===== config.mk =====
export PLATFORM = sky130hd
export DESIGN_NAME = conv55_6bit_feeder
export DESIGN_NICKNAME = d
export VERILOG_FILES = /design/src/rtl/conv55_pkg.sv /design/src/rtl/conv55_tap_bank.sv /design/src/rtl/conv55_6bit_feeder.sv
export SDC_FILE = /design/constraint.sdc
export NUM_CORES = 1
export LEC_CHECK = 0
export BUFFER_PORTS_ARGS = -buffer_cell sky130_fd_sc_hd__buf_2
export CORE_MARGIN = 5
export CORE_UTILIZATION = 35
export CTS_BUF_LIST = sky130_fd_sc_hd__clkbuf_2 sky130_fd_sc_hd__clkbuf_4 sky130_fd_sc_hd__clkbuf_8
export DETAILED_ROUTE_END_ITERATION = 10
export SETUP_SLACK_MARGIN = 0.4
export SYNTH_ARGS = -nofsm -noshare
export SYNTH_HDL_FRONTEND = slang
export SYNTH_SLANG_ARGS = --single-unit

===== constraint.sdc =====
create_clock -name clk -period 3.5 [get_ports clk]
set_clock_uncertainty 0.1 [all_clocks]
set_input_delay 0.175 -clock clk [delete_from_list [all_inputs] [get_ports clk]]
set_output_delay 0.175 -clock clk [all_outputs]
set_load 0.02 [all_outputs]

===== src/rtl/conv55_pkg.sv =====
// conv55_pkg
//   Constants and state encoding shared by the 5x5 6-bit convolution block
//   and its operand feeder.
//   DW       operand width, one tap
//   TAPS     taps per 5x5 window
//   OW       convolution result width
//   CW / LW  widths of the feeder's tap counter and latency counter
//   state_e  feeder FSM states; the codes are also available as ST_* localparams

package conv55_pkg;

    localparam int DW   = 6;
    localparam int TAPS = 25;
    localparam int OW   = 18;
    localparam int CW   = 5;
    localparam int LW   = 4;

    localparam logic [2:0] ST_IDLE   = 3'd0;
    localparam logic [2:0] ST_LOAD_K = 3'd1;
    localparam logic [2:0] ST_LOAD_D = 3'd2;
    localparam logic [2:0] ST_WAIT   = 3'd3;
    localparam logic [2:0] ST_OUT    = 3'd4;

    typedef enum logic [2:0] {
        IDLE   = ST_IDLE,
        LOAD_K = ST_LOAD_K,
        LOAD_D = ST_LOAD_D,
        WAIT   = ST_WAIT,
        OUT    = ST_OUT
    } state_e;

endpackage


===== src/rtl/conv55_tap_bank.sv =====
// conv55_tap_bank
//   TAPS x DW register bank. One tap is written per cycle at index idx_i when
//   we_i is high; all taps are driven in parallel on a flat bus.
//   Ports:
//     clk      in   clock, rising edge
//     rst_n    in   asynchronous active-low clear of every tap
//     we_i     in   write enable
//     idx_i    in   5-bit tap index; values >= TAPS are ignored
//     wdata_i  in   DW-bit word for the addressed tap
//     bank_o   out  TAPS*DW flat bus, tap i at [i*DW +: DW]

module conv55_tap_bank
    import conv55_pkg::*;
(
    input  logic                 clk,
    input  logic                 rst_n,
    input  logic                 we_i,
    input  logic [CW-1:0]        idx_i,
    input  logic [DW-1:0]        wdata_i,
    output logic [TAPS*DW-1:0]   bank_o
);

    // Packed so that tap i lands at [i*DW +: DW] of the flat view.
    logic [TAPS-1:0][DW-1:0] tap_q;

    always_ff @(posedge clk or negedge rst_n) begin
        if (!rst_n) begin
            tap_q <= '0;
        end else if (we_i && (idx_i < CW'(TAPS))) begin
            tap_q[idx_i] <= wdata_i;
        end
    end

    assign bank_o = tap_q;

endmodule


===== src/rtl/conv55_6bit_feeder.sv =====
// conv55_6bit_feeder
//   Operand loader and result collector for the 5x5 6-bit convolution block.
//   A command optionally loads a 25-word kernel, then always loads a 25-word
//   data window from a serial word stream. Both banks drive the conv block's
//   parallel inputs; CONV_LAT cycles after the window is complete the conv
//   result is captured and offered on a valid/ready output stream.
//   Parameter:
//     CONV_LAT     cycles from window-complete to result sample, 1..15
//   Ports:
//     clk, rst_n   clock (rising edge), asynchronous active-low reset
//     cmd_valid    in   start request
//     cmd_ready    out  high only in IDLE
//     cmd_kload    in   1: kernel then data load, 0: data only (kernel kept)
//     s_valid      in   operand word valid
//     s_ready      out  high only while loading
//     s_data       in   operand word, first word of each bank goes to tap 0
//     win_data     out  data window, tap i at [i*DW +: DW]
//     win_kern     out  kernel bank, tap i at [i*DW +: DW]
//     conv_result  in   conv block result
//     m_valid      out  result valid
//     m_ready      in   result accepted
//     m_data       out  captured result
//     busy         out  state != IDLE
//
//   Every handshake (cmd_*, s_*, m_*) transfers on a rising clock edge where
//   valid and ready are both high; valid must not depend on ready, and an
//   offered m_valid/m_data stays stable until it is taken.

module conv55_6bit_feeder
    import conv55_pkg::*;
#(
    parameter int CONV_LAT = 1
) (
    input  logic                 clk,
    input  logic                 rst_n,
    input  logic                 cmd_valid,
    output logic                 cmd_ready,
    input  logic                 cmd_kload,
    input  logic                 s_valid,
    output logic                 s_ready,
    input  logic [DW-1:0]        s_data,
    output logic [TAPS*DW-1:0]   win_data,
    output logic [TAPS*DW-1:0]   win_kern,
    input  logic [OW-1:0]        conv_result,
    output logic                 m_valid,
    input  logic                 m_ready,
    output logic [OW-1:0]        m_data,
    output logic                 busy
);

    localparam logic [CW-1:0] CNT_LAST = CW'(TAPS - 1);
    localparam logic [LW-1:0] LAT_LAST = LW'(CONV_LAT - 1);

    state_e          state_q;
    logic [CW-1:0]   cnt_q;
    logic [LW-1:0]   lat_q;
    logic            cmd_ready_q;
    logic            s_ready_q;
    logic            busy_q;
    logic            m_valid_q;
    logic [OW-1:0]   m_data_q;

    logic            beat;
    logic            kern_we;
    logic            data_we;

    // A beat is an accepted stream word; s_ready_q is only high in LOAD_*.
    assign beat    = s_valid && s_ready_q;
    assign kern_we = beat && (state_q == LOAD_K);
    assign data_we = beat && (state_q == LOAD_D);

    conv55_tap_bank u_kern_bank (
        .clk     (clk),
        .rst_n   (rst_n),
        .we_i    (kern_we),
        .idx_i   (cnt_q),
        .wdata_i (s_data),
        .bank_o  (win_kern)
    );

    conv55_tap_bank u_data_bank (
        .clk     (clk),
        .rst_n   (rst_n),
        .we_i    (data_we),
        .idx_i   (cnt_q),
        .wdata_i (s_data),
        .bank_o  (win_data)
    );

    // Control FSM. The handshake outputs are registered and are updated in
    // the same branch that changes the state, so they always match it.
    always_ff @(posedge clk or negedge rst_n) begin
        if (!rst_n) begin
            state_q     <= IDLE;
            cnt_q       <= '0;
            lat_q       <= '0;
            cmd_ready_q <= 1'b1;
            s_ready_q   <= 1'b0;
            busy_q      <= 1'b0;
            m_valid_q   <= 1'b0;
            m_data_q    <= '0;
        end else begin
            case (state_q)
                IDLE: begin
                    if (cmd_valid) begin
                        state_q     <= cmd_kload ? LOAD_K : LOAD_D;
                        cnt_q       <= '0;
                        cmd_ready_q <= 1'b0;
                        s_ready_q   <= 1'b1;
                        busy_q      <= 1'b1;
                    end
                end

                LOAD_K: begin
                    if (beat) begin
                        if (cnt_q == CNT_LAST) begin
                            cnt_q   <= '0;
                            state_q <= LOAD_D;
                        end else begin
                            cnt_q <= cnt_q + CW'(1);
                        end
                    end
                end

                LOAD_D: begin
                    if (beat) begin
                        if (cnt_q == CNT_LAST) begin
                            cnt_q     <= '0;
                            lat_q     <= '0;
                            s_ready_q <= 1'b0;
                            state_q   <= WAIT;
                        end else begin
                            cnt_q <= cnt_q + CW'(1);
                        end
                    end
                end

                WAIT: begin
                    // The windows are frozen here, so conv_result settles;
                    // it is sampled in the last of the CONV_LAT wait cycles.
                    if (lat_q == LAT_LAST) begin
                        lat_q     <= '0;
                        m_data_q  <= conv_result;
                        m_valid_q <= 1'b1;
                        state_q   <= OUT;
                    end else begin
                        lat_q <= lat_q + LW'(1);
                    end
                end

                OUT: begin
                    if (m_ready) begin
                        m_valid_q   <= 1'b0;
                        cmd_ready_q <= 1'b1;
                        busy_q      <= 1'b0;
                        state_q     <= IDLE;
                    end
                end

                default: begin
                    state_q     <= IDLE;
                    cnt_q       <= '0;
                    lat_q       <= '0;
                    cmd_ready_q <= 1'b1;
                    s_ready_q   <= 1'b0;
                    busy_q      <= 1'b0;
                    m_valid_q   <= 1'b0;
                end
            endcase
        end
    end

    assign cmd_ready = cmd_ready_q;
    assign s_ready   = s_ready_q;
    assign busy      = busy_q;
    assign m_valid   = m_valid_q;
    assign m_data    = m_data_q;

endmodule


==> metrics, run 1 <==
Comb pwr share 20.9%; Final TNS setup 0 ns; WL per Instance 21.3 um; Die X 205 um; Int Pwr 0.00748 W; clk_lat worst skew 0.62 ns; Synth Instances 867; First-pass DRT Iterations 4; final wirelength 39000 um; CTS resizes 0; CTS buffer count 59; sequential share of the synthesized area 63.1%; R2R Path End u_kern_bank.bank_o[27]$_DFFE_PN0P_; post-layout minimum cycle time 2.52 ns; ys async rst share 100%; WS Path Type register to register; syn avg cell area 15.3 sq um; Worst Setup EP u_kern_bank.bank_o[27]$_DFFE_PN0P_; clock slew at reported path FFs 0.06 ns; input/output buffers 351; dpl hpwl 26500 um; DRC 0; Synth top area share 62.9%; Post-synth top cells dfrtp_1 (333), mux2_2 (306), nand2_1 (37); Synth cell types 55; final period utilization 72.1%; vias 8706; syn_nets 903; Flop pwr share 43.3%; Sw Share 30.4%; synthesized flop and latch total 334; CP startpoint cnt_q[0]$_DFFE_PN0P_; die area 0.0419 sq mm; worst rel slew slack 33.1%; R2R depth 6; count leader, synth dfrtp_1; outcome finished clean; Worst setup EP type register; Area growth, synth to finish 29.3%; Peak VDD IR 0.000407 V; std cell rows 71; H-Tree Depth 2; initial antenna violation count 0; leading area contributor after synthesis dfrtp_1; ys flop type dfrtp_1; Starting Density 35.4%; Synth area leaders dfrtp_1 (63%), mux2_2 (26%), nand2_1 (1.0%); vias per cell 4.76; DP Area 0.0156 sq mm; Die Height 205 um; startpoint types register; Synthesis Warnings 0; first-pass GRT wire length 59400 um; Nets 1312; layout cells sized above 1 62.9%; Non-Filler Instances 1829; Post-Syn Area 0.0133 sq mm; setup slack, reg-to-reg 0.98 ns; RSZ-0062 raised after global routing no; largest net degree at the start of global routing 104; final hold violation count 0; max cap viols 0; Util after Layout 45.7%; number of flops mapped to enable cells by yosys 0; total track usage 18.4%; Root Driver clkbuf_8; DR iter-0 viols 312; clk buf depth 3; FILL cells 3469; WP data required 3.90 ns; worst-margin pin slew 1.00 ns; reg-to-reg startpoint cnt_q[0]$_DFFE_PN0P_; Core Region 0.0375 sq mm; ANT nets after route 0; Min-Delay Path Class input pin to async pin; Overflow after GRT 0; Worst Path Arrival 2.92 ns; final RePlAce weighted congestion 0.779; crit path max fanout 7; final setup violating endpoints 0; TritonCTS clock tree yes; clock sink count 334; Placed Cells 1702; IO Pins 352; clock network fraction of total power 35.8%; leak pwr 9.41 nW; cell area after layout 0.0171 sq mm; f_max 396 MHz; power density cells 627 mW/mm^2; vias in the first global route 9424; fin. max-slew vios 0; switching power 0.00327 W
[cells in the final DEF (no fill, tap or decap), types with 5 or more instances in the layout]
cell type and n:
buf_2 350, dfrtp_1 333, mux2_2 306, clkbuf_8 73, nand2_1 37, dlygate4sd3_1 24, nor2_2 20, clkbuf_4 16
nor2_1 15, buf_4 14, mux2_4 9, o21ai_0 8, nor3_1 7, inv_1 6, nor2_4 6, ha_1 6
clkinv_2 6, nand3_1 5, a21oi_1 5
[timing repair]
action,in CTS,in global routing
hold buffers,24,0
hold endpoints to repair,119,0
setup buffers,0,0
[critical path, stage by stage (launching register included)]
cell     delay, ns
dfrtp_1       0.44
inv_1         0.12
ha_1          0.19
nand3_1       0.19
nor3_2        0.62
nand2_1       0.34
mux2_1        0.39
[routing by layer]
layer | up-vias | global-route usage [%] | share of wire [%]
li1 | 3868 | - | -
met1 | 4479 | 24.3 | 43
met2 | 288 | 28.9 | 45
met3 | 71 | 6.97 | 9.0
met4 | 0 | 4.62 | 2.3
met5 | - | 0 | 0
[how the worst min path moves through the flow]
stage,to,slack [ns]
floorplan,busy$_DFFE_PN0P_,-0.22
global placement,u_kern_bank.bank_o[94]$_DFFE_PN0P_,0.21
detailed placement,u_kern_bank.bank_o[94]$_DFFE_PN0P_,0.21
CTS,u_data_bank.bank_o[132]$_DFFE_PN0P_,0.06
global route,u_kern_bank.bank_o[93]$_DFFE_PN0P_,0.07
finish,u_kern_bank.bank_o[94]$_DFFE_PN0P_,0.1
[flip-flops by register name, indices dropped and copies added, names as in the netlist]
register            count
m_valid                 1
state_q                 3
cnt_q                   5
u_kern_bank.bank_o    150
lat_q                   4
cmd_ready               1
s_ready                 1
busy                    1
u_data_bank.bank_o    150
m_data                 18
[kinds of logic after synthesis]
| family | after synthesis | synth area share [%] |
|---|---|---|
| and+or+nand+nor | 126 | 5.67 |
| AOI/OAI and AO/OA | 28 | 1.40 |
| buffers and inverters | 50 | 1.66 |
| DFF | 334 | 63.1 |
| muxes | 320 | 27.4 |
| adders and majority gates | 7 | 0.642 |
| xor gates and xnor gates | 2 | 0.132 |
[power by group through the flow]
stage | registers, W | clock network (W) | logic, W
after detailed placement | 0.00472 | 0 | 0.00225
final | 0.00466 | 0.00385 | 0.00224
after global placement | 0.00471 | 0 | 0.00222
after global routing | 0.00472 | 0.00417 | 0.00242
after floorplan | 0.00516 | 0 | 0.000965
after CTS | 0.00466 | 0.00400 | 0.00228
[area by class of cell]
cell class	instances	area, sq um	area share [%]
antenna	2	5.00	0.0292
clock buffer	89	1120	6.56
clock inverter	12	143	0.832
inverter	6	22.5	0.131
multi-input combinational	483	4680	27.3
sequential	334	8360	48.8
tap	511	639	3.73
timing repair buffer	392	2170	12.7
[through the flow]
step | hold slack, ns | total power [W] | worst slack, ns
2_1_floorplan | -0.221 | 0.00612 | 1.51
3_3_place_gp | 0.210 | 0.00693 | 1.01
3_5_place_dp | 0.210 | 0.00696 | 0.950
4_1_cts | 0.0556 | 0.0109 | 0.939
5_1_grt | 0.0726 | 0.0113 | 0.808
6_report | 0.0999 | 0.0107 | 0.977
Note: power is estimated with default switching activity, not from simulation.
==> run 2: changes to the inputs <==
Clock period 3.5 ns to 2.6 ns, I/O delays scaled along.
==> metrics, run 2 (synthesized netlist as in run 1, its figures left out) <==
pre-CTS WS 0.349 ns; DRC 0; leak pwr 9.49 nW; commonest non-fill, non-tap cell in the layout buf_2; std cell rows 71; Min-Delay Path Class input pin to register; clock slew at reported path FFs 0.06 ns; power density cells 827 mW/mm^2; final hold violation count 0; Root Driver clkbuf_8; final wirelength 38900 um; final setup violating endpoints 0; FF+latch area 0.00836 sq mm; most frequent cells in the layout buf_2 (350), dfrtp_1 (329), mux2_2 (306); WS Path Type register to register; ANT nets after route 0; CTS buffer count 57; startpoint types register; Nets 1327; die area 0.0419 sq mm; Peak VDD IR 0.000661 V; Placed Cells 1716; IO Pins 352; initial antenna violation count 0; final RePlAce weighted congestion 0.795; Overflow after GRT 0; dpl hpwl 26400 um; Starting Density 35.4%; DR iter-0 viols 277; max incr delay on CP 0.51 ns; f_max 459 MHz; WP data required 2.99 ns; cell area after layout 0.0174 sq mm; Final TNS setup 0 ns; Die Height 205 um; Worst setup EP type register; vias per cell 4.79; Die X 205 um; vias in the first global route 9550; crit path cell chain and2b_1, nand3_2, nor2_2, mux2_2; Crit-path slowest cell dfrtp_1; Worst Path Arrival 2.57 ns; total track usage 18.4%; crit path max fanout 8; clock sink count 334; WL per Instance 21.0 um; DP Area 0.0157 sq mm; H-Tree Depth 2; First-pass DRT Iterations 4; max cap viols 0; post-layout minimum cycle time 2.18 ns; Area growth, synth to finish 30.9%; RSZ-0062 raised after global routing yes; outcome finished clean; clk_lat worst skew 0.63 ns; worst-margin pin slew 0.903 ns; largest net degree at the start of global routing 70; worst rel slew slack 39.8%; first-pass GRT wire length 59500 um; Core Region 0.0375 sq mm; clk buf depth 3; area of the multi-input gates 0.00480 sq mm; vias 8848; Non-Filler Instances 1846; final period utilization 83.7%; input/output buffers 351; FILL cells 3515; TritonCTS clock tree yes; layout cells sized above 1 65.1%; fin. max-slew vios 0; slack of the critical path 0.423 ns
run 2: what timing repair did:
item / CTS / global route
setup buffers: 0 / 2
pin swaps: 0 / 2
setup endpoints to repair: 116 / 259
hold buffers: 25 / 0
gates resized for setup: 5 / 31
hold endpoints to repair: 347 / 0
run 2: per-stage QoR:
stage | hold WS, ns | utilization (%) | total power (W)
CTS | 0.0471 | 46.0 | 0.0145
floorplan | -0.266 | - | 0.00824
global placement | 0.0344 | 42.0 | 0.00940
global route | 0.0657 | 46.3 | 0.0151
detailed placement | 0.0386 | 42.0 | 0.00944
finish | 0.0970 | 46.3 | 0.0144
run 2: path summary, 6_finish.rpt:
kind                                               startpoint                             endpoint  slack (ns)  cells after the start
setup / recovery                       state_q[0]$_DFFE_PN0P_   u_kern_bank.bank_o[79]$_DFFE_PN0P_        0.42                      4
hold / removal                                      s_data[3]   u_data_bank.bank_o[63]$_DFFE_PN0P_         0.1                      2
setup reg to reg                       state_q[0]$_DFFE_PN0P_   u_kern_bank.bank_o[79]$_DFFE_PN0P_        0.42                      4
hold reg to reg            u_kern_bank.bank_o[24]$_DFFE_PN0P_   u_kern_bank.bank_o[24]$_DFFE_PN0P_        0.39                      1
max in group asynchronous                               rst_n  u_kern_bank.bank_o[119]$_DFFE_PN0P_        1.00                      5
min in group asynchronous                               rst_n   u_data_bank.bank_o[82]$_DFFE_PN0P_        0.49                      3
run 2: layout make-up:
class | count | share of cell area [%]
tap | 511 | 3.68
multi-input combinational | 483 | 27.7
timing repair buffer | 409 | 13.3
inverter | 6 | 0.130
sequential | 334 | 48.2
clock inverter | 7 | 0.389
clock buffer | 94 | 6.55
antenna | 2 | 0.0288
run 2: layer usage:
layer,global-route usage (%),routed length [um],part of all wire [%]
met1,24.4,16900,43
met2,29.0,18000,46
met3,6.35,3300,8.5
met4,5.10,728,1.9
met5,0,0,0
run 2: where the power goes:
| group | internal (W) | switching (W) |
|---|---|---|
| combinational | 0.00127 | 0.00194 |
| sequential | 0.00583 | 0.000380 |
| clock | 0.00284 | 0.00210 |
run 2: critical path, delay by kind of cell (launching register included):
kind	cells	cell delay, ns
muxes	1	0.38
DFF	1	0.51
and+or+nand+nor	3	1.06
==> run 3: changes to the inputs <==
Settings changed: ABC_AREA set to 1.
Clock period 2.6 ns to 2.25 ns, I/O delays scaled along.
==> metrics, run 3 <==
outcome finished clean; WP data required 2.65 ns; Synth top area share 59.9%; total track usage 18.5%; max cap viols 0; leak pwr 9.45 nW; Area growth, synth to finish 35.8%; Synth area leaders dfrtp_1 (60%), nand2_1 (10%), o21ai_0 (6.1%); die area 0.0439 sq mm; syn_nets 1352; Int Pwr 0.0113 W; Synth cell types 29; ANT nets after route 0; count leader, synth nand2_1; switching power 0.00554 W; crit path max fanout 12; CTS buffer count 58; input/output buffers 351; vias 11223; power density cells 888 mW/mm^2; Overflow after GRT 0; FF+latch area 0.00837 sq mm; Peak VDD IR 0.000656 V; WL per Instance 19.4 um; Placed Cells 2126; Die Height 209 um; Comb pwr share 23.5%; largest net degree at the start of global routing 73; clock slew at reported path FFs 0.06 ns; FILL cells 3687; Die X 209 um; Crit-path slowest cell dfrtp_2; IO Pins 352; H-Tree Depth 2; Util after Layout 47.8%; worst rel slew slack 67.7%; vias per cell 4.80; dpl hpwl 27500 um; final period utilization 80.5%; Non-Filler Instances 2336; ant diodes 0; startpoint types register; Sw Share 33.0%; Synth Instances 1316; clk buf depth 3; vias in the first global route 10765; clk_lat worst skew 0.64 ns; Final TNS setup 0 ns; First-pass DRT Iterations 6; CP top delay family buffers and inverters; clock sink count 334; most frequent cells in the layout nand2_1 (380), buf_2 (350), dfrtp_1 (325); commonest non-fill, non-tap cell in the layout nand2_1; clock network fraction of total power 34.5%; f_max 552 MHz; worst-margin pin slew 0.485 ns; first-pass GRT wire length 64000 um; final hold violation count 0; layout cells sized above 1 42.4%; crit path cell chain inv_2, ha_2, clkinvlp_4, buf_12, nor2_4, nand3_1, buf_6, nand2_1, o21ai_0; std cell rows 73; ys flop type dfrtp_1; WS Path Type register to register; Synthesis Warnings 0; Post-synth top cells nand2_1 (387), dfrtp_1 (333), o21ai_0 (170); Root Driver clkbuf_8; final RePlAce weighted congestion 0.787; Core Region 0.0395 sq mm; DR iter-0 viols 669; Worst Path Arrival 2.21 ns; initial antenna violation count 0; TritonCTS clock tree yes; final setup violating endpoints 0; number of flops mapped to enable cells by yosys 0; final wirelength 45300 um; Min-Delay Path Class input pin to register; Buf/Inv on CP 4; Worst setup EP type register; syn avg cell area 10.6 sq um; post-layout minimum cycle time 1.81 ns; sequential share of the synthesized area 60.0%; Starting Density 35.2%; synthesized flop and latch total 334; Nets 1805; Flop pwr share 41.9%; Post-Syn Area 0.0139 sq mm; DRC 0; RSZ-0062 raised after global routing yes; ys async rst share 100%; leading area contributor after synthesis dfrtp_1; max incr delay on CP 0.44 ns; area of the multi-input gates 0.00535 sq mm; fin. max-slew vios 0
run 3: layout make-up:
| type | instances | share of cell area [%] |
|---|---|---|
| clock inverter | 12 | 0.536 |
| multi-input combinational | 868 | 28.3 |
| inverter | 47 | 1.06 |
| tap | 525 | 3.47 |
| timing repair buffer | 460 | 16.4 |
| sequential | 334 | 44.3 |
| clock buffer | 90 | 5.99 |
run 3: power groups by stage:
stage                     Combinational, W  Sequential, W  Clock [W]
after floorplan                    0.00148        0.00768          0
after global placement             0.00320        0.00709          0
after detailed placement           0.00326        0.00710          0
after CTS                          0.00348        0.00702    0.00599
after global routing               0.00435        0.00712    0.00627
final                              0.00395        0.00704    0.00580
run 3: kinds of logic (layout without fill, tap and decap cells):
| logic type | after synthesis | count (layout) | synth area share (%) |
|---|---|---|---|
| AO/OA/AOI/OAI | 328 | 328 | 14.0 |
| XOR/XNOR | 2 | 2 | 0.126 |
| adder cells (fa/ha/maj) | 6 | 6 | 0.539 |
| buffers and inverters | 140 | 609 | 6.77 |
| flip-flops | 334 | 334 | 60.0 |
| AND/OR/NAND/NOR | 506 | 532 | 18.5 |
run 3: per-stage QoR:
stage	setup slack [ns]	instance area [sq um]	hold slack, ns	total power (W)
6_report	0.438	18900	0.0243	0.0168
5_1_grt	0.328	18900	0.00956	0.0177
4_1_cts	0.318	17800	0.0743	0.0165
3_5_place_dp	0.175	15900	-0.0205	0.0104
3_3_place_gp	0.283	15900	-0.0229	0.0103
2_1_floorplan	0.471	13900	-0.283	0.00916
run 3: repair_timing:
action	CTS	global route
endpoints found under the setup margin	281	306
pin swaps	4	29
gates cloned	7	24
gates resized for setup	41	97
setup buffers	8	40
endpoints found under the hold margin	566	0
hold buffers	29	0
run 3: final timing paths:
path | startpoint | to | slack, ns | cells after the start
worst max-delay path | cnt_q[1]$_DFFE_PN0P_ | u_data_bank.bank_o[57]$_DFFE_PN0P_ | 0.44 | 9
worst min-delay path | s_valid | u_kern_bank.bank_o[68]$_DFFE_PN0P_ | 0.02 | 5
worst max register to register | cnt_q[1]$_DFFE_PN0P_ | u_data_bank.bank_o[57]$_DFFE_PN0P_ | 0.44 | 9
worst min register to register | cmd_ready$_DFFE_PN1P_ | cmd_ready$_DFFE_PN1P_ | 0.36 | 2
max in group asynchronous | rst_n | u_data_bank.bank_o[78]$_DFFE_PN0P_ | 0.86 | 4
min in group asynchronous | rst_n | u_kern_bank.bank_o[125]$_DFFE_PN0P_ | 0.44 | 3
run 3: routing by layer:
| metal | wire, um | GRT usage [%] | up-vias | part of all wire (%) |
|---|---|---|---|---|
| li1 | - | - | 5297 | - |
| met1 | 19400 | 24.5 | 5473 | 43 |
| met2 | 21200 | 29.3 | 385 | 47 |
| met3 | 3680 | 6.35 | 68 | 8.1 |
| met4 | 1000 | 5.18 | 0 | 2.2 |
| met5 | 0 | 0 | - | 0 |
run 3: worst min-delay path, cell delays in order:
cell and delay, ns:
buf_2 0.11, nand2_4 0.19, nor2_4 0.09, nand3_4 0.11, o21ai_0 0.08
